<file path="src/rtl/glb_pkg.sv">
// Shared constants and types for the GLB bank request-side controller.
package glb_pkg;

    localparam int GLB_SRAM_LATENCY    = 2;
    localparam int GLB_BANK_DATA_WIDTH = 64;
    localparam int GLB_BANK_ADDR_WIDTH = 14;
    localparam int GLB_RD_TAG_WIDTH    = 4;
    localparam int GLB_RSP_FIFO_DEPTH  = 4;

    // Side favoured by the round-robin pointer when both requesters contend.
    typedef enum logic {
        RR_WRITE = 1'b0,
        RR_READ  = 1'b1
    } rr_side_e;

    // One stage of the in-flight read tracker at the default tag width.
    typedef struct packed {
        logic                        valid;
        logic [GLB_RD_TAG_WIDTH-1:0] tag;
    } glb_rd_pipe_t;

endpackage

</file>
<file path="src/rtl/glb_rsp_fifo.sv">
// Synchronous FIFO with occupancy count; a pop on empty is ignored and a
// push while full is only taken when a pop frees the slot in the same cycle.
module glb_rsp_fifo #(
    parameter int WIDTH = 68,
    parameter int DEPTH = 4,
    localparam int PW   = $clog2(DEPTH),
    localparam int CW   = $clog2(DEPTH) + 1
) (
    input  logic             clk,
    input  logic             reset,
    input  logic             push,
    input  logic [WIDTH-1:0] push_data,
    input  logic             pop,
    output logic [WIDTH-1:0] pop_data,
    output logic             full,
    output logic             empty,
    output logic [CW-1:0]    count
);

    logic [WIDTH-1:0] mem_q [DEPTH];
    logic [WIDTH-1:0] mem_d [DEPTH];
    logic [PW-1:0]    wr_ptr_q, wr_ptr_d;
    logic [PW-1:0]    rd_ptr_q, rd_ptr_d;
    logic [CW-1:0]    count_q, count_d;
    logic             push_ok_s;
    logic             pop_ok_s;

    // Next-state: qualify push/pop, advance pointers (natural wrap), update count.
    always_comb begin
        pop_ok_s  = pop & (count_q != {CW{1'b0}});
        push_ok_s = push & ((count_q != CW'(DEPTH)) | pop_ok_s);
        mem_d     = mem_q;
        if (push_ok_s) begin
            mem_d[wr_ptr_q] = push_data;
            wr_ptr_d        = wr_ptr_q + {{(PW-1){1'b0}}, 1'b1};
        end else begin
            wr_ptr_d = wr_ptr_q;
        end
        if (pop_ok_s) begin
            rd_ptr_d = rd_ptr_q + {{(PW-1){1'b0}}, 1'b1};
        end else begin
            rd_ptr_d = rd_ptr_q;
        end
        count_d = count_q + CW'(push_ok_s) - CW'(pop_ok_s);
    end

    // State registers; reset flushes contents and empties the FIFO.
    always_ff @(posedge clk) begin
        if (reset) begin
            for (int i = 0; i < DEPTH; i++) begin
                mem_q[i] <= {WIDTH{1'b0}};
            end
            wr_ptr_q <= {PW{1'b0}};
            rd_ptr_q <= {PW{1'b0}};
            count_q  <= {CW{1'b0}};
        end else begin
            mem_q    <= mem_d;
            wr_ptr_q <= wr_ptr_d;
            rd_ptr_q <= rd_ptr_d;
            count_q  <= count_d;
        end
    end

    assign pop_data = mem_q[rd_ptr_q];
    assign full     = (count_q == CW'(DEPTH));
    assign empty    = (count_q == {CW{1'b0}});
    assign count    = count_q;

endmodule

</file>
<file path="src/rtl/glb_rsp_fifo_chk.sv">
// Safety properties on the response FIFO as used by the bank controller.
module glb_rsp_fifo_chk #(
    parameter int DEPTH = 4,
    parameter int CW    = 3
) (
    input logic          clk,
    input logic          reset,
    input logic          push,
    input logic          full,
    input logic [CW-1:0] count
);

    // Credits must keep the FIFO from ever being pushed while full.
    a_no_overflow: assert property (@(posedge clk) disable iff (reset) !(push && full));

    // Occupancy can never exceed the physical depth.
    a_count_bound: assert property (@(posedge clk) disable iff (reset) count <= CW'(DEPTH));

endmodule

</file>
<file path="src/rtl/glb_bank_sram_ctrl.sv">
// GLB bank request-side controller: arbitrates write/read requests onto the
// single-port SRAM, tracks reads through the SRAM latency and returns data
// with its tag through a credit-protected response FIFO.
module glb_bank_sram_ctrl
    import glb_pkg::*;
#(
    parameter int DATA_WIDTH     = GLB_BANK_DATA_WIDTH,
    parameter int ADDR_WIDTH     = GLB_BANK_ADDR_WIDTH,
    parameter int TAG_WIDTH      = GLB_RD_TAG_WIDTH,
    parameter int SRAM_LATENCY   = GLB_SRAM_LATENCY,
    parameter int RSP_FIFO_DEPTH = GLB_RSP_FIFO_DEPTH
) (
    input  logic                      clk,
    input  logic                      reset,
    input  logic                      wr_req_valid,
    output logic                      wr_req_ready,
    input  logic [ADDR_WIDTH-1:0]     wr_req_addr,
    input  logic [DATA_WIDTH-1:0]     wr_req_data,
    input  logic [DATA_WIDTH/8-1:0]   wr_req_strb,
    input  logic                      rd_req_valid,
    output logic                      rd_req_ready,
    input  logic [ADDR_WIDTH-1:0]     rd_req_addr,
    input  logic [TAG_WIDTH-1:0]      rd_req_tag,
    output logic                      rd_rsp_valid,
    input  logic                      rd_rsp_ready,
    output logic [DATA_WIDTH-1:0]     rd_rsp_data,
    output logic [TAG_WIDTH-1:0]      rd_rsp_tag,
    output logic                      sram_ceb,
    output logic                      sram_web,
    output logic [DATA_WIDTH-1:0]     sram_bweb,
    output logic [ADDR_WIDTH-1:0]     sram_addr,
    output logic [DATA_WIDTH-1:0]     sram_d,
    input  logic [DATA_WIDTH-1:0]     sram_q
);

    localparam int CRW        = $clog2(RSP_FIFO_DEPTH) + 1;
    // Q is valid in the cycle after the SRAM_LATENCY-th edge, so the tag is
    // carried one extra stage to line up with the capture edge.
    localparam int PIPE_DEPTH = SRAM_LATENCY + 1;
    localparam int RSP_W      = DATA_WIDTH + TAG_WIDTH;

    typedef struct packed {
        logic                 valid;
        logic [TAG_WIDTH-1:0] tag;
    } rd_pipe_t;

    rr_side_e         rr_ptr_q, rr_ptr_d;
    logic [CRW-1:0]   credit_q, credit_d;
    rd_pipe_t         rd_pipe_q [PIPE_DEPTH];
    rd_pipe_t         rd_pipe_d [PIPE_DEPTH];

    logic             credit_ok_s;
    logic             contended_s;
    logic             wr_grant_s;
    logic             rd_grant_s;
    logic             pop_s;
    logic             push_s;
    logic             fifo_full_s;
    logic             fifo_empty_s;
    logic [CRW-1:0]   fifo_count_s;
    logic [RSP_W-1:0] fifo_head_s;

    // Arbitration, round-robin update and SRAM pin drive for the granted side.
    always_comb begin
        credit_ok_s  = (credit_q != {CRW{1'b0}});
        contended_s  = wr_req_valid & rd_req_valid & credit_ok_s;
        wr_req_ready = !reset & !(rd_req_valid & credit_ok_s & (rr_ptr_q == RR_READ));
        rd_req_ready = !reset & credit_ok_s & !(wr_req_valid & (rr_ptr_q == RR_WRITE));
        wr_grant_s   = wr_req_valid & wr_req_ready;
        rd_grant_s   = rd_req_valid & rd_req_ready;

        rr_ptr_d = rr_ptr_q;
        if (contended_s & (wr_grant_s | rd_grant_s)) begin
            rr_ptr_d = (rr_ptr_q == RR_WRITE) ? RR_READ : RR_WRITE;
        end else begin
            rr_ptr_d = rr_ptr_q;
        end

        sram_ceb  = 1'b1;
        sram_web  = 1'b1;
        sram_bweb = {DATA_WIDTH{1'b1}};
        sram_addr = {ADDR_WIDTH{1'b0}};
        sram_d    = {DATA_WIDTH{1'b0}};
        if (wr_grant_s) begin
            sram_ceb  = 1'b0;
            sram_web  = 1'b0;
            sram_addr = wr_req_addr;
            sram_d    = wr_req_data;
            for (int i = 0; i < DATA_WIDTH; i++) begin
                sram_bweb[i] = ~wr_req_strb[i/8];
            end
        end else if (rd_grant_s) begin
            sram_ceb  = 1'b0;
            sram_addr = rd_req_addr;
        end else begin
            sram_ceb = 1'b1;
        end
    end

    // Credit accounting and in-flight read tracking.
    always_comb begin
        pop_s  = rd_rsp_valid & rd_rsp_ready;
        push_s = rd_pipe_q[PIPE_DEPTH-1].valid;
        case ({rd_grant_s, pop_s})
            2'b10:   credit_d = credit_q - {{(CRW-1){1'b0}}, 1'b1};
            2'b01:   credit_d = credit_q + {{(CRW-1){1'b0}}, 1'b1};
            default: credit_d = credit_q;
        endcase
        rd_pipe_d[0].valid = rd_grant_s;
        rd_pipe_d[0].tag   = rd_grant_s ? rd_req_tag : {TAG_WIDTH{1'b0}};
        for (int i = 1; i < PIPE_DEPTH; i++) begin
            rd_pipe_d[i] = rd_pipe_q[i-1];
        end
    end

    // Controller state; reset drops in-flight reads and restores all credits.
    always_ff @(posedge clk) begin
        if (reset) begin
            rr_ptr_q <= RR_WRITE;
            credit_q <= CRW'(RSP_FIFO_DEPTH);
            for (int i = 0; i < PIPE_DEPTH; i++) begin
                rd_pipe_q[i] <= '{valid: 1'b0, tag: {TAG_WIDTH{1'b0}}};
            end
        end else begin
            rr_ptr_q  <= rr_ptr_d;
            credit_q  <= credit_d;
            rd_pipe_q <= rd_pipe_d;
        end
    end

    glb_rsp_fifo #(
        .WIDTH (RSP_W),
        .DEPTH (RSP_FIFO_DEPTH)
    ) u_rsp_fifo (
        .clk       (clk),
        .reset     (reset),
        .push      (push_s),
        .push_data ({rd_pipe_q[PIPE_DEPTH-1].tag, sram_q}),
        .pop       (pop_s),
        .pop_data  (fifo_head_s),
        .full      (fifo_full_s),
        .empty     (fifo_empty_s),
        .count     (fifo_count_s)
    );

    glb_rsp_fifo_chk #(
        .DEPTH (RSP_FIFO_DEPTH),
        .CW    (CRW)
    ) u_rsp_fifo_chk (
        .clk   (clk),
        .reset (reset),
        .push  (push_s),
        .full  (fifo_full_s),
        .count (fifo_count_s)
    );

    assign rd_rsp_valid = !fifo_empty_s;
    assign rd_rsp_data  = fifo_empty_s ? {DATA_WIDTH{1'b0}} : fifo_head_s[DATA_WIDTH-1:0];
    assign rd_rsp_tag   = fifo_empty_s ? {TAG_WIDTH{1'b0}}  : fifo_head_s[RSP_W-1:DATA_WIDTH];

endmodule

</file>
<file path="config.mk">
export PLATFORM = sky130hd
export DESIGN_NAME = glb_bank_sram_ctrl
export DESIGN_NICKNAME = d
export VERILOG_FILES = /design/src/rtl/glb_pkg.sv /design/src/rtl/glb_rsp_fifo.sv /design/src/rtl/glb_rsp_fifo_chk.sv /design/src/rtl/glb_bank_sram_ctrl.sv
export SDC_FILE = /design/constraint.sdc
export NUM_CORES = 1
export LEC_CHECK = 0
export ABC_AREA = 1
export BUFFER_PORTS_ARGS = -buffer_cell sky130_fd_sc_hd__buf_2
export CAP_MARGIN = 40
export CORE_AREA = 2 2 191 193
export CTS_BUF_LIST = sky130_fd_sc_hd__clkbuf_8
export CTS_CLUSTER_SIZE = 8
export DETAILED_ROUTE_END_ITERATION = 10
export DIE_AREA = 0 0 193 195
export PLACE_DENSITY = 0.75
export SLEW_MARGIN = 15
export SYNTH_ARGS = -nofsm -noshare
export SYNTH_HDL_FRONTEND = slang
export SYNTH_HIERARCHICAL = 1
export SYNTH_SLANG_ARGS = --single-unit
</file>
<file path="constraint.sdc">
create_clock -name clk -period 3 [get_ports clk]
set_clock_uncertainty 0.2 [all_clocks]
set_input_delay 0.15 -clock clk [delete_from_list [all_inputs] [get_ports clk]]
set_output_delay 0.15 -clock clk [all_outputs]
set_load 0.02 [all_outputs]
</file>
# [Yosys cells after proc, flatten, opt, wreduce, memory -nomap -nowiden]
# Cells that the tools add are included.
# Widths: inputs -> output; s select.
[word_totals] ff_bits=298 in_bits=173
[op_classes] add_sub_neg=6 magnitude_cmp=3 n_eq_ne=3 n_mux=17 bitwise_logic=28 n_reduce_logical=10
[op_table] operator="$bwmux 272" count=1
[op_table] operator="$mux 68" count=3
[op_table] operator="$mux 64" count=3
[op_table] operator="$bmux 68 s2" count=1
[op_table] operator="$demux 68 s2" count=1
[op_table] operator="$mux 14" count=2
[op_table] operator="$and 1x1->1" count=14
[op_table] operator="$not 1->1" count=10
[op_table] operator="$ge 3x3->1 const B" count=2
[op_table] operator="$not 2->3" count=2
[op_table] operator="$pmux 3 s2" count=1
[op_table] operator="$reduce_bool 3->1" count=2
[op_table] operator="$add 2x1->2 const B" count=2
[op_table] operator="$logic_not 1->1" count=4
[op_table] operator="$mux 1" count=4
[op_table] operator="$mux 4" count=1
[op_table] operator="$add 3x1->3" count=1
[op_table] operator="$add 3x1->3 const B" count=1
[op_table] operator="$logic_not 3->1" count=1
[op_table] operator="$lt 3x1->1 const B" count=1
[op_table] operator="$ne 3x3->1 const B" count=1
[op_table] operator="$sub 3x1->3" count=1
[op_table] operator="$sub 3x1->3 const B" count=1
[op_table] operator="$eq 2x1->1 const B" count=1
[op_table] operator="5 further kinds" count=6

# [Depth between registers and ports, before layout]
# Gate-level depths: netlist (run 1).
[depth] depth_word=8 ltp_mapped=17 mapped_depth_nobuf=14

# [By module]
# Netlist (run 1), hierarchy kept.
[modules_own_cells] module="glb_rsp_fifo" n_inst=1 cells_per_inst=2565 area_per_inst_um2=15673.8 seq_area_each_um2=5585.4
[modules_own_cells] module="glb_bank_sram_ctrl" n_inst=1 cells_per_inst=471 area_per_inst_um2=2553.7 seq_area_each_um2=380.4

# [Least setup slack after synthesis (run 1)]
# Ideal clock, no wire load.
[synth_timing] path_kind="register to register" start="register u_rsp_fifo.count_q[1], in the netlist u_rsp_fifo/count[1]" end="register u_rsp_fifo.count_q[2], in the netlist u_rsp_fifo/count[2]" arrival_ns=2.769 required_time_ns=2.681 setup_slack_ns=-0.089 path_stages_with_launch=18 path_buffers=3 period_less_slack_ns=3.089 path_cell_list="dfxtp_1 -> nor2_2 -> nand2_1 -> inv_1 -> clkbuf_1 -> clkbuf_1 -> nor2_1 -> inv_1 -> nand3_4 -> buf_4 -> nand2_1 -> ha_1 -> inv_1 -> ha_1 -> inv_1 -> fa_1 -> o21ai_0 -> a21oi_1"
[synth_between] elab_chain_cells=8 elab_cells_between_ends=10
[synth_rtl] element="start: declaration" line_no="glb_rsp_fifo.sv:24" rtl="logic [CW-1:0] count_q, count_d;"
[synth_rtl] element="start signal: assignment" line_no="glb_rsp_fifo.sv:55" rtl="count_q <= {CW{1'b0}};"
[synth_rtl] element="start signal: assignment" line_no="glb_rsp_fifo.sv:60" rtl="count_q <= count_d;"
[synth_rtl] element="$logic_not 3->1 (*)" line_no="glb_rsp_fifo.sv:66" rtl="assign empty = (count_q == {CW{1'b0}});"
[synth_rtl] element="named net fifo_empty_s" line_no="glb_bank_sram_ctrl.sv:59" rtl="logic fifo_empty_s;"
[synth_rtl] element="$logic_not 1->1 (*)" line_no="glb_bank_sram_ctrl.sv:157" rtl="assign rd_rsp_valid = !fifo_empty_s;"
[synth_rtl] element="$and 1x1->1 (*)" line_no="glb_bank_sram_ctrl.sv:102" rtl="pop_s = rd_rsp_valid & rd_rsp_ready;"
[synth_rtl] element="named net pop_s" line_no="glb_bank_sram_ctrl.sv:56" rtl="logic pop_s;"
[synth_rtl] element="$and 1x1->1 (*)" line_no="glb_rsp_fifo.sv:30" rtl="pop_ok_s = pop & (count_q != {CW{1'b0}});"
[synth_rtl] element="$or 1x1->1" line_no="glb_rsp_fifo.sv:31" rtl="push_ok_s = push & ((count_q != CW'(DEPTH)) | pop_ok_s);"
[synth_rtl] element="$and 1x1->1" line_no="glb_rsp_fifo.sv:31"
[synth_rtl] element="$add 3x1->3" line_no="glb_rsp_fifo.sv:44" rtl="count_d = count_q + CW'(push_ok_s) - CW'(pop_ok_s);"
[synth_rtl] element="$sub 3x1->3 (*)" line_no="glb_rsp_fifo.sv:44"
# Mark *: on every way through the listed nets, which the timed path passes. The rest lies on a longest branch.
# A chain may end at the register's enable or synchronous reset.

# [Worst setup path after layout (run 1)]
[layout_timing] start="register u_rsp_fifo.rd_ptr_q[0]" end="output rd_rsp_data[53]"
[layout_between] elab_chain_cells=5
[layout_rtl] element="start: declaration" line_no="glb_rsp_fifo.sv:23" rtl="logic [PW-1:0] rd_ptr_q, rd_ptr_d;"
[layout_rtl] element="start signal: assignment" line_no="glb_rsp_fifo.sv:54" rtl="rd_ptr_q <= {PW{1'b0}};"
[layout_rtl] element="start signal: assignment" line_no="glb_rsp_fifo.sv:59" rtl="rd_ptr_q <= rd_ptr_d;"
[layout_rtl] element="$not 2->3 (not written as such)" line_no="glb_rsp_fifo.sv:64" rtl="assign pop_data = mem_q[rd_ptr_q];"
[layout_rtl] element="$bmux 68 s2" line_no="glb_rsp_fifo.sv:64"
[layout_rtl] element="$mux 68 (not written as such) (2 in series)" line_no="glb_rsp_fifo.sv:64"
[layout_rtl] element="named net fifo_head_s[53]" line_no="glb_bank_sram_ctrl.sv:61" rtl="logic [RSP_W-1:0] fifo_head_s;"
[layout_rtl] element="$mux 64" line_no="glb_bank_sram_ctrl.sv:158" rtl="assign rd_rsp_data = fifo_empty_s ? {DATA_WIDTH{1'b0}} : fifo_head_s[DATA_WIDTH-1:0];"
[layout_rtl] element="end: declaration" line_no="glb_bank_sram_ctrl.sv:26" rtl="output logic [DATA_WIDTH-1:0] rd_rsp_data,"
# The timed path passes the listed nets, and every way through them passes these cells. The select of a mux whose other input is x is not followed.

==> results.yml, run 1 <==
final_layout:
  final_cell_mix: "797 x inv_1, 673 x nand2_1, 389 x nor2_1"
  finalNonFillerCells: 3824
  final-seq-area_sq_mm: 0.00597
  syn_to_final_growth_pct: 17.7
  fin_nets: 3501
  multi_input_area_sq_mm: 0.00773
  final_area_sq_mm: 0.0215
  layout-drive-gt1-share_pct: 16.7
  fillCellCount: 3336
  layout_commonest_cell: "inv_1"
power:
  p_seq_share_pct: 46.2
  cellPowerDensity_mw_per_mm2: 406
  power_uw: 8710
  power_leakage_uw: 0.0110
  internal-power_uw: 6360
  p_switching_uw: 2350
  pwr-share-comb_pct: 12.0
  irDropWorstVdd_mv: 0.267
  pwr-share-clk_pct: 41.8
  sw_frac_of_total_pct: 27.0
routing:
  postRouteWirelength_mm: 56.9
  drt_iter0_markers: 1794
  drt_pass1_iterations: 6
  vias: 18941
  route.detailed.drc: 0
  wl_per_cell_um: 14.9
  ant_nets: 0
  avgViaCountPerCell: 4.95
clock_network:
  cts_tree: "done"
  clk_latency_ns: 0.57
  clk_pin_slew_ns: 0.06
  post-cts-setup-buffers: 0
  clock-sinks: 298
  cts_max_level: 2
  cts_buffers: 50
  clk_path_buf_depth: 3
  clock-root-buffer: "clkbuf_8"
synth:
  syn-mean-instance-area_sq_um: 6.00
  syn-num-nets: 3217
  netlist_area_sq_mm: 0.0182
  syn_inst: 3035
  yosysWarningCount: 6
global_route:
  grt_max_degree: 158
  groute.usage.overall_pct: 29.3
  grt_antenna_before_repair: 2
  grt_pass1_vias: 17334
  grt_pass1_wl_mm: 89.9
  gr-total-overflow: 0
hold_path:
  holdCritPathClass: "in2reg"
  min-delay-start: "rd_rsp_ready"
  holdPathStages: 7
  whs_endpoint: "u_rsp_fifo/rd_ptr_q[1]"
floorplanning:
  rows: 69
  dieArea_sq_mm: 0.0376
  io_pins: 388
  start_util_pct: 51.5
  core_area_sq_mm: 0.0354
  die_height_um: 195
  fp.dieW_um: 193
sta:
  hold_viol: 0
  fmax_mhz: 358
  tns_ns: 0
  rsz0062_at_grt: "no"
  setup_viol: 0
  fin_crit_ns: 2.79
  max_slew_margin_pct: 52.2
  period_share_pct: 93.1
  tightest_slew_ns: 0.717
  final_max_slew_viol_count: 0
critical_path:
  cp_slowest_cell: "inv_6"
  r2r-start: "u_rsp_fifo/count[1]"
  r2r_cells: 11
  cp_cell_sequence: "inv_6 > buf_4 > o21ai_0 > a21oi_1 > a21oi_1 > inv_1 > nor2_1 > buf_2"
  r2r_slack_ns: 0.30
  cp_data_required_time_ns: 2.65
  timing_worst_setup_path_type: "reg2out"
  reg2reg_to: "u_rsp_fifo/mem_q[139]"
  worstPathArrival_ns: 2.44
  critPathLaunchType: "register"
  crit_path_max_fanout: 92
  crit_path_end_kind: "output pin"
  max_stage_delay_ns: 0.52
  cpMostUsedCell: "a21oi_1"
placement:
  dpl_cell_area_sq_mm: 0.0196
  hpwl_mm: 33.9
  gp_congestion: 0.912
  io_buffers: 387
  placed_cells: 3651
run_status:
  status: "completed"
run:
  maxCapViolations: 0
-- worst max-delay path by stage --
| stage | start | end | depth (start not counted) | slack, ns |
|---|---|---|---|---|
| 2_1_floorplan | u_rsp_fifo/count[1] | u_rsp_fifo/count[2] | 17 | 0.02 |
| 3_3_place_gp | u_rsp_fifo/count[1] | u_rsp_fifo/mem_q[76] | 11 | 0.43 |
| 3_5_place_dp | u_rsp_fifo/count[1] | u_rsp_fifo/mem_q[211] | 11 | 0.37 |
| 4_1_cts | credit_q[0] | sram_d[51] | 8 | 0.05 |
| 5_1_grt | u_rsp_fifo/rd_ptr_q[0] | rd_rsp_data[21] | 8 | 0.02 |
| 6_report | u_rsp_fifo/rd_ptr_q[0] | rd_rsp_data[53] | 8 | 0.21 |
-- layout make-up --
class                           instances  share of cell area, %
Clock buffer                           67                   4.30
Antenna cell                            3                 0.0350
Inverter                              782                   13.7
Multi-Input combinational cell       1685                   36.0
Tap cell                              461                   2.69
Sequential cell                       298                   27.8
Clock inverter                         26                  0.478
Timing Repair Buffer                  502                   14.9
-- metrics by stage --
stage	setup WS [ns]	hold WS (ns)	util (%)
detailed placement	0.372	0.172	55.5
global placement	0.431	0.181	55.4
finish	0.207	0.0881	60.6
floorplan	0.0237	0.0167	-
global route	0.0214	0.136	60.6
CTS	0.0526	0.0604	60.5
-- power by group through the flow --
stage / clock [uW] / combinational (uW) / sequential [uW]
finish: 3640 / 1050 / 4020
global route: 3900 / 1140 / 4020
CTS: 3700 / 1040 / 4020
detailed placement: 0 / 955 / 4110
global placement: 0 / 943 / 4110
floorplan: 0 / 653 / 4100
-- per-layer routing --
metal,up-vias,global-route usage (%),share of wire [%]
met2,812,50.5,49
li1,9559,-,-
met4,2,10.6,2.9
met3,122,3.50,7.4
met1,8446,37.4,41
met5,-,0,0.023
-- sequential cells by signal, indices dropped and copies added, names as in the netlist --
| register | cells |
|---|---|
| credit_q | 3 |
| u_rsp_fifo/wr_ptr_q | 2 |
| u_rsp_fifo/rd_ptr_q | 2 |
| rr_ptr_q | 1 |
| rd_pipe_q | 4 |
| u_rsp_fifo/count | 3 |
| u_rsp_fifo/mem_q | 272 |
| rd_pipe_d | 10 |
| push_s | 1 |
-- worst max-delay path, delay by kind of cell (launching register included) --
kind / cells / cell delay (ns)
AO/OA/AOI/OAI: 3 / 0.38
buffers and inverters: 4 / 1.10
flip-flops: 1 / 0.36
AND/OR/NAND/NOR: 1 / 0.03
-- repair_timing --
item	4_1_cts	5_1_grt
hold buffers	76	0
setup endpoints to repair	0	3
resized for setup	0	1
hold endpoints to repair	278	0
Note: power is estimated with default switching activity, not from simulation.
==> run 2: changes to the inputs <==
--- a/config.mk
+++ b/config.mk
@@ -14,6 +14,7 @@
 export DETAILED_ROUTE_END_ITERATION = 10
 export DIE_AREA = 0 0 193 195
 export PLACE_DENSITY = 0.75
+export SETUP_SLACK_MARGIN = 0.4
 export SLEW_MARGIN = 15
 export SYNTH_ARGS = -nofsm -noshare
 export SYNTH_HDL_FRONTEND = slang
==> results.yml, run 2 (synthesis results as in run 1) <==
run_status:
  status: "completed"
clock_network:
  clock-sinks: 298
  clock-root-buffer: "clkbuf_8"
  cts_tree: "done"
  cts_buffers: 51
  cts_max_level: 2
  clk_pin_slew_ns: 0.06
  clk_path_buf_depth: 3
  clk_latency_ns: 0.57
critical_path:
  crit_path_end_kind: "output pin"
  worst-path-stages: 6
  critPathLaunchType: "register"
  cp_data_required_time_ns: 2.65
  cp_cell_sequence: "buf_16 > a21oi_1 > a21oi_1 > inv_1 > nor2_1 > buf_2"
  path_buf_inv: 3
  reg2reg_to: "u_rsp_fifo/mem_q[244]"
  critPathCapture: "rd_rsp_data[1]"
  cp_slowest_cell: "dfxtp_4"
  worstPathArrival_ns: 2.24
  r2r-start: "u_rsp_fifo/count[0]"
  crit_path_max_fanout: 70
  cpMostUsedCell: "a21oi_1"
  crit_start: "u_rsp_fifo/rd_ptr_q[0]"
  critical_path.top_delay_family: "buffers and inverters"
  max_stage_delay_ns: 0.43
  r2r_cells: 11
  timing_worst_setup_path_type: "reg2out"
  r2r_slack_ns: 0.65
floorplanning:
  start_util_pct: 51.5
  die_height_um: 195
  io_pins: 388
  rows: 69
  core_area_sq_mm: 0.0354
  fp.dieW_um: 193
  dieArea_sq_mm: 0.0376
final_layout:
  final_cell_mix: "789 x inv_1, 671 x nand2_1, 387 x buf_2"
  largest-register: "u_rsp_fifo/mem_q"
  layout_commonest_cell: "inv_1"
  final_area_sq_mm: 0.0217
  fin_nets: 3510
  largest_register_ffs: 272
  layout-drive-gt1-share_pct: 17.3
  multi_input_area_sq_mm: 0.00782
  syn_to_final_growth_pct: 19.2
  final-seq-area_sq_mm: 0.00598
  fillCellCount: 3287
power:
  power_leakage_uw: 0.0111
  cellPowerDensity_mw_per_mm2: 405
  irDropWorstVdd_mv: 0.295
placement:
  dpl_cell_area_sq_mm: 0.0197
  io_buffers: 387
  hpwl_mm: 35.4
  gp_congestion: 0.963
sta:
  tightest_slew_ns: 0.852
  final_max_slew_viol_count: 0
  period_share_pct: 86.2
  fin_crit_ns: 2.59
  rsz0062_at_grt: "yes"
  setup_viol: 0
  hold_viol: 0
  tns_ns: 0
  max_slew_margin_pct: 43.2
  fmax_mhz: 387
global_route:
  use_met1_pct: 37.6
  gr-total-overflow: 0
  grt_antenna_before_repair: 7
  grt_pass1_vias: 17849
  grt_util_met2_pct: 51.7
  use_met3_pct: 4.10
  groute.usage.overall_pct: 30.1
  busiest_layer: "met2"
  grt_max_degree: 131
  grt_pass1_wl_mm: 91.5
run:
  maxCapViolations: 0
hold_path:
  holdCritPathClass: "reg2reg"
  holdPathStages: 2
routing:
  postRouteWirelength_mm: 59.2
  route.detailed.drc: 0
  drt_pass1_iterations: 5
  drt_iter0_markers: 1655
  avgViaCountPerCell: 5.03
  ant_nets: 0
  wl_per_cell_um: 15.5
  vias: 19258
-- run 2: power breakdown --
part	leakage (uW)	switching, uW	internal [uW]
clock network	0.000577	1680	2020
logic	0.00807	690	385
registers	0.00241	24.9	4000
total	0.0111	2390	6400
-- run 2: worst reg2reg max path: cells and delay by family (launching register included) --
family | cells | cell delay [ns]
and+or+nand+nor | 7 | 0.74
DFF | 1 | 0.39
buffers and inverters | 4 | 0.93
-- run 2: how the worst min path moves through the flow --
stage | slack, ns | startpoint | to
floorplan | 0.007 | reset | u_rsp_fifo/count[1]
global placement | 0.17 | rd_req_tag[0] | rd_pipe_d[5]
detailed placement | 0.18 | rd_req_tag[3] | rd_pipe_d[8]
CTS | 0.16 | wr_req_valid | rd_pipe_d[9]
global route | 0.23 | rd_pipe_d[2] | rd_pipe_q[2]
finish | 0.20 | rd_pipe_d[4] | push_s
-- run 2: stage by stage --
| stage | setup slack, ns | utilization [%] | hold slack (ns) | total power [uW] | std cells |
|---|---|---|---|---|---|
| 3_3_place_gp | 0.497 | 55.6 | 0.174 | 5060 | 3651 |
| 3_5_place_dp | 0.484 | 55.6 | 0.176 | 5070 | 3651 |
| 4_1_cts | 0.401 | 60.7 | 0.156 | 8820 | 3816 |
| 2_1_floorplan | 0.407 | - | 0.00708 | 4760 | 3035 |
| 6_report | 0.413 | 61.4 | 0.200 | 8790 | 3826 |
| 5_1_grt | 0.362 | 61.4 | 0.226 | 9120 | 3826 |
-- run 2: cell type report --
class                           instances  area share (%)
Sequential cell                       298            27.5
Clock inverter                         23           0.593
Antenna cell                            2          0.0230
Timing Repair inverter                  1          0.0403
Multi-Input combinational cell       1685            36.0
Tap cell                              461            2.66
Timing Repair Buffer                  509            15.3
Inverter                              782            13.8
Clock buffer                           65            4.12
-- run 2: routing by layer --
| layer | vias up | share of wire (%) | routed length (um) |
|---|---|---|---|
| li1 | 9570 | - | - |
| met1 | 8674 | 40 | 23600 |
| met2 | 883 | 49 | 28700 |
| met3 | 129 | 8.3 | 4940 |
| met4 | 2 | 3.3 | 1960 |
| met5 | - | 0.019 | 11 |
-- run 2: what timing repair did --
item,in CTS,in global routing
setup endpoints to repair,66,163
hold endpoints to repair,279,0
hold buffers,77,0
cloned,0,3
gates resized for setup,6,20
setup buffers,0,4
